===== src/rtl/fmul_pipe.sv =====
// Pipelined floating-point multiplier: operand capture, unpack/multiply, normalise, round/pack.
// One global enable stalls every stage together when the consumer is not ready.
module fmul_pipe #(
  parameter int EXP_W = 8,
  parameter int MAN_W = 23,
  parameter int BIAS  = 127
) (
  input  logic                   clk,
  input  logic                   rst,
  input  logic                   in_valid,
  output logic                   in_ready,
  input  logic [EXP_W+MAN_W:0]   a,
  input  logic [EXP_W+MAN_W:0]   b,
  output logic                   out_valid,
  input  logic                   out_ready,
  output logic [EXP_W+MAN_W:0]   result,
  output logic [3:0]             flags
);

  localparam int PW = 2*MAN_W + 2;
  localparam int EW = EXP_W + 2;
  localparam logic [EXP_W-1:0]     EXP_ONES = {EXP_W{1'b1}};
  localparam logic signed [EW-1:0] BIAS_S   = EW'(BIAS);
  localparam logic signed [EW-1:0] EXP_MAX  = {2'b00, {EXP_W{1'b1}}};
  localparam logic signed [EW-1:0] EXP_ZERO = {EW{1'b0}};

  typedef enum logic [1:0] {CLS_NUM, CLS_QNAN, CLS_INF, CLS_ZERO} cls_e;

  logic en_s;

  // operand capture stage
  logic                 v0_q;
  logic [EXP_W+MAN_W:0] a_q, b_q;

  // S1 registers
  logic                 v1_q, sign1_q, inv1_q;
  logic signed [EW-1:0] exp1_q;
  logic [PW-1:0]        prod1_q;
  cls_e                 cls1_q;

  // S2 registers
  logic                 v2_q, sign2_q, inv2_q, guard2_q, sticky2_q;
  logic signed [EW-1:0] exp2_q;
  logic [MAN_W-1:0]     frac2_q;
  cls_e                 cls2_q;

  // output registers
  logic                 out_valid_q;
  logic [EXP_W+MAN_W:0] result_q;
  logic [3:0]           flags_q;

  // next-state values
  logic                 sign1_d, inv1_d;
  logic signed [EW-1:0] exp1_d;
  logic [PW-1:0]        prod1_d;
  cls_e                 cls1_d;
  logic signed [EW-1:0] exp2_d;
  logic [MAN_W-1:0]     frac2_d;
  logic                 guard2_d, sticky2_d;
  logic [EXP_W+MAN_W:0] result_d;
  logic [3:0]           flags_d;

  assign en_s      = !out_valid_q || out_ready;
  assign in_ready  = en_s;
  assign out_valid = out_valid_q;
  assign result    = result_q;
  assign flags     = flags_q;

  // S1: classify operands, multiply significands, sum exponents (subnormals flush to zero)
  always_comb begin
    logic [EXP_W-1:0] ea, eb;
    logic [MAN_W-1:0] fa, fb;
    logic a_zero, b_zero, a_inf, b_inf, a_nan, b_nan, a_snan, b_snan;
    ea = a_q[EXP_W+MAN_W-1:MAN_W];
    eb = b_q[EXP_W+MAN_W-1:MAN_W];
    fa = a_q[MAN_W-1:0];
    fb = b_q[MAN_W-1:0];
    a_zero = (ea == {EXP_W{1'b0}});
    b_zero = (eb == {EXP_W{1'b0}});
    a_inf  = (ea == EXP_ONES) && (fa == {MAN_W{1'b0}});
    b_inf  = (eb == EXP_ONES) && (fb == {MAN_W{1'b0}});
    a_nan  = (ea == EXP_ONES) && (fa != {MAN_W{1'b0}});
    b_nan  = (eb == EXP_ONES) && (fb != {MAN_W{1'b0}});
    a_snan = a_nan && !fa[MAN_W-1];
    b_snan = b_nan && !fb[MAN_W-1];
    sign1_d = a_q[EXP_W+MAN_W] ^ b_q[EXP_W+MAN_W];
    prod1_d = {{(MAN_W+1){1'b0}}, 1'b1, fa} * {{(MAN_W+1){1'b0}}, 1'b1, fb};
    exp1_d  = $signed({2'b00, ea}) + $signed({2'b00, eb}) - BIAS_S;
    inv1_d  = 1'b0;
    if (a_nan || b_nan) begin
      cls1_d = CLS_QNAN;
      inv1_d = a_snan || b_snan;
    end else if ((a_inf && b_zero) || (a_zero && b_inf)) begin
      cls1_d = CLS_QNAN;
      inv1_d = 1'b1;
    end else if (a_inf || b_inf) begin
      cls1_d = CLS_INF;
    end else if (a_zero || b_zero) begin
      cls1_d = CLS_ZERO;
    end else begin
      cls1_d = CLS_NUM;
    end
  end

  // S2: normalise the [1,4) product and split off fraction, guard and sticky
  always_comb begin
    logic [PW-1:0] norm;
    if (prod1_q[PW-1]) begin
      norm   = prod1_q;
      exp2_d = exp1_q + EW'(1);
    end else begin
      norm   = prod1_q << 1;
      exp2_d = exp1_q;
    end
    frac2_d   = norm[PW-2 -: MAN_W];
    guard2_d  = norm[PW-2-MAN_W];
    sticky2_d = |norm[PW-3-MAN_W:0];
  end

  // S3: round to nearest even, range check, special override and packing
  always_comb begin
    logic                 inc, carry, inexact;
    logic [MAN_W-1:0]     frac_r;
    logic signed [EW-1:0] exp_r;
    inc             = guard2_q && (sticky2_q || frac2_q[0]);
    {carry, frac_r} = {1'b0, frac2_q} + {{MAN_W{1'b0}}, inc};
    exp_r           = exp2_q + {{(EW-1){1'b0}}, carry};
    inexact         = guard2_q || sticky2_q;
    result_d        = {(EXP_W+MAN_W+1){1'b0}};
    flags_d         = 4'b0000;
    case (cls2_q)
      CLS_QNAN: begin
        result_d = {1'b0, EXP_ONES, 1'b1, {(MAN_W-1){1'b0}}};
        flags_d  = {inv2_q, 3'b000};
      end
      CLS_INF: begin
        result_d = {sign2_q, EXP_ONES, {MAN_W{1'b0}}};
      end
      CLS_ZERO: begin
        result_d = {sign2_q, {(EXP_W+MAN_W){1'b0}}};
      end
      CLS_NUM: begin
        if (exp_r >= EXP_MAX) begin
          result_d = {sign2_q, EXP_ONES, {MAN_W{1'b0}}};
          flags_d  = 4'b0101;
        end else if (exp_r <= EXP_ZERO) begin
          result_d = {sign2_q, {(EXP_W+MAN_W){1'b0}}};
          flags_d  = 4'b0011;
        end else begin
          result_d = {sign2_q, exp_r[EXP_W-1:0], frac_r};
          flags_d  = {3'b000, inexact};
        end
      end
      default: begin
        result_d = {(EXP_W+MAN_W+1){1'b0}};
        flags_d  = 4'b0000;
      end
    endcase
    if (!v2_q) begin
      result_d = {(EXP_W+MAN_W+1){1'b0}};
      flags_d  = 4'b0000;
    end
  end

  // pipeline registers: all stages advance together on en, valids and outputs cleared on reset
  always_ff @(posedge clk) begin
    if (rst) begin
      v0_q        <= 1'b0;
      v1_q        <= 1'b0;
      v2_q        <= 1'b0;
      out_valid_q <= 1'b0;
      result_q    <= {(EXP_W+MAN_W+1){1'b0}};
      flags_q     <= 4'b0000;
    end else if (en_s) begin
      v0_q        <= in_valid;
      a_q         <= a;
      b_q         <= b;
      v1_q        <= v0_q;
      sign1_q     <= sign1_d;
      inv1_q      <= inv1_d;
      exp1_q      <= exp1_d;
      prod1_q     <= prod1_d;
      cls1_q      <= cls1_d;
      v2_q        <= v1_q;
      sign2_q     <= sign1_q;
      inv2_q      <= inv1_q;
      exp2_q      <= exp2_d;
      frac2_q     <= frac2_d;
      guard2_q    <= guard2_d;
      sticky2_q   <= sticky2_d;
      cls2_q      <= cls1_q;
      out_valid_q <= v2_q;
      result_q    <= result_d;
      flags_q     <= flags_d;
    end else begin
      out_valid_q <= out_valid_q;
    end
  end

endmodule


===== config.mk =====
export PLATFORM = sky130hd
export DESIGN_NAME = fmul_pipe
export DESIGN_NICKNAME = d
export VERILOG_FILES = /design/src/rtl/fmul_pipe.sv
export SDC_FILE = /design/constraint.sdc
export NUM_CORES = 2
export LEC_CHECK = 0
export BUFFER_PORTS_ARGS = -buffer_cell sky130_fd_sc_hd__buf_2
export CAP_MARGIN = 0
export CORE_ASPECT_RATIO = 1.2
export CORE_MARGIN = 3
export CORE_UTILIZATION = 50
export DETAILED_ROUTE_END_ITERATION = 8
export GPL_ROUTABILITY_DRIVEN = 0
export PLACE_DENSITY = 0.72
export SYNTH_ARGS = -nofsm -noshare
export SYNTH_HDL_FRONTEND = slang
export SYNTH_SLANG_ARGS = --single-unit

===== constraint.sdc =====
create_clock -name clk -period 12.3 [get_ports clk]
set_input_delay 3.69 -clock clk [delete_from_list [all_inputs] [get_ports clk]]
set_output_delay 3.69 -clock clk [all_outputs]
set_load 0.01 [all_outputs]

==> run metrics <==
Most used DFF post-synth edfxtp_1; DIE AREA between 0.05 and 0.06 sq mm; CTS tree done; Slew Viols, Final 0; Hold Crit Depth 0; worst path cell trace buf_2, nor2b_1, inv_2, buf_2; CTS Buffer Depth 3; Post-synth ARST share 0; clock-pin transition on the worst setup and hold timing paths 0.05 ns; layout cells sized above 1 0.07823; synthesis-to-finish area growth 7.767%; commonest non-fill, non-tap cell in the layout inv_1; Setup Buffers After CTS 0; largest net degree at the start of global routing roughly 160; cell count after synthesis 2705; Synth Area in Simple Gates 0.1490; max-cap viol count 0; I/O pins 106; Hold Path Sink sign2_q; most frequent cells in the layout inv_1 (590), fa_1 (483), nand2_1 (325), and2_1 (256), ha_1 (193); Setup TNS Final 0 ns; Slew headroom 0.05174; Crit path largest cell delay 0.84 ns; Reg2Reg Depth 23; pre-CTS WS 3.584 ns; root buf cell clkbuf_16; drt via density 5.429; Filler cells between 4000 and 5000; vias in the first global route around 21000; Worst R2R End prod1_q[47]; H-tree levels 1; first-pass GRT wire length 108.1 mm; GRT overflow 0; CTS resizes 0; core area ~0.053 sq mm; Post-Syn Nets 3449; area of placed instances 0.02807 sq mm; register bit total from synthesis 205; Routed Antenna Nets 0; die width 217.5 um; Hold Path Origin sign1_q; Post-Layout Cell Count between 3000 and 4000; initial antenna violation count 0; Seq/Total Area, Yosys 0.2145; largest family of logic cells by synthesized area adder cells; worst skew pair latency 0.55 ns; hold-fix buffers at CTS 0; Reg2Reg Launch Point a_q[15]; adder and majority gate portion of the synthesized area 0.4503; CP max FO 16; antenna cell count 0; Synth Area in Compound Gates 0.04816; Inst Count DP 3434; CP Launch Type primary input; type of the worst setup path primary input to primary output; Syn Area/Cell around 10 sq um; clock skew 0.01481 ns; WL final between 60 and 70 mm; CP max-delay cell nor2b_1; Least-Margin Pin Slew ~1.4 ns; outcome complete, no violations; EDFF count, synth 165; CP endpoint kind primary output; Initial Util 0.5079; post-DP HPWL 50.01 mm; # nets final 3500; Final min period 8.752 ns; cell area after synthesis 0.02684 sq mm; GR Util All Layers 0.2444; Remaining DRCs 0; number of CTS-inserted buffers 25; CP Buf/Inv Count 3; post-synthesis mux area share 0.01124; cell mode on critical path buf_2; Hold Violations, Final 0; Req. time, crit path about 8.6 ns; Top Family by Delay on Critical Path simple AND/OR/NAND/NOR gates; Max Freq 0.1143 GHz; XOR/XNOR Fraction of Synth Area 0.02839; final instance area 0.02892 sq mm; final setup margin around 3.5 ns; Vias 18887; Arr. time, crit path approximately 5 ns; DRT iter0 DRCs 1588; row cnt 92; r2r setup slk 4.18 ns; Setup violations, final 0; clock sink total slightly above 200; final worst-path cycle share 0.7116; library cells used by synthesis 62; Initial DRT Pass Iterations 5; Synth warnings 0; mean routed wirelength per cell 19.42 um; Die Ht about 260 um; port bufs roughly 110; RSZ-0062 raised after global routing no; Min-Delay Path Class flip-flop to flip-flop
[state kept, by name (all words and copies together), names as in the netlist]
name	flops
v1_q	1
v2_q	1
frac2_q	23
inv2_q	1
out_valid	1
sticky2_q	1
v0_q	1
result	32
exp2_q	10
guard2_q	1
inv1_q	1
a_q	32
sign1_q	1
b_q	32
prod1_q	48
flags	4
cls2_q	2
exp1_q	10
sign2_q	1
cls1_q	2
[per-layer routing]
metal	share of wire	global-route usage	wire length (um)
met1	0.37	0.2952	24970
met5	0	0	0
met2	0.49	0.4271	33370
met3	0.086	0.04745	5838
met4	0.050	0.1055	3396
[cell usage after synthesis, drive strengths merged, types with 13 or more instances]
| cell type | n | area [sq um] |
|---|---|---|
| a21o | 28 | 212.7 |
| a21oi | 60 | 311.5 |
| and2 | 256 | 1602 |
| and3 | 17 | 106.4 |
| clkbuf | 110 | 412.9 |
| dfxtp | 40 | 800.8 |
| edfxtp | 165 | 4955 |
| fa | 483 | 9669 |
| ha | 193 | 2415 |
| inv | 591 | 2218 |
| mux2 | 25 | 281.5 |
| nand2 | 325 | 1220 |
| nand3 | 29 | 145.1 |
| nand4 | 27 | 168.9 |
| nor2 | 81 | 304.0 |
| nor3 | 13 | 65.06 |
| nor4 | 18 | 112.6 |
| o21ai | 54 | 270.3 |
| xnor2 | 52 | 455.4 |
| xor2 | 35 | 306.5 |
[area by class of cell]
| class | instances | area [sq um] | area share |
|---|---|---|---|
| multi-input combinational | 1796 | 18450 | 0.6378 |
| inverter | 594 | 2230 | 0.07710 |
| timing repair buffer | 134 | 755.7 | 0.02613 |
| clock inverter | 11 | 147.6 | 0.005105 |
| clock buffer | 34 | 704.4 | 0.02436 |
| tap | 705 | 882.1 | 0.03050 |
| sequential | 205 | 5756 | 0.1990 |
[cell families after synthesis]
group	after synthesis
compound gates	202
xor+xnor	87
fa+ha+maj	676
buf+inv	704
flops	205
mux	27
simple gates	804
[worst register-to-register path, stage by stage (launching register included)]
cell,delay [ns]
edfxtp_1,1.30
nand2_1,0.21
fa_1,0.61
inv_1,0.06
fa_1,0.49
inv_1,0.06
fa_1,0.50
fa_1,0.52
inv_1,0.05
fa_1,0.51
fa_1,0.49
inv_1,0.05
fa_1,0.51
inv_1,0.05
ha_1,0.36
a21oi_1,0.25
o21ai_0,0.17
a21oi_1,0.32
o221ai_1,0.18
o21a_1,0.22
o31ai_1,0.50
o21ai_0,0.18
a21oi_1,0.20
xnor2_1,0.08
[worst max path at each step]
stage                     startpoint       end  slack (ns)  depth (start not counted)
after detailed placement   out_ready  in_ready        3.58                          4
final                      out_ready  in_ready        3.55                          4
after global routing       out_ready  in_ready        3.37                          4
after CTS                  out_ready  in_ready        3.58                          4
after global placement     out_ready  in_ready        3.62                          4
after floorplan            out_ready    a_q[0]        0.66                          4
[per-stage QoR]
step / util / hold slack, ns
finish: 0.5474 / 0.4293
global route: 0.5474 / 0.4535
CTS: 0.5474 / 0.4335
detailed placement: 0.5312 / 0.4100
global placement: 0.5312 / 0.4081
floorplan: - / 0.4003
Power is left out: the tool's default activity adds up to more than one toggle a clock period on the data nets, which glitch-free logic cannot reach.
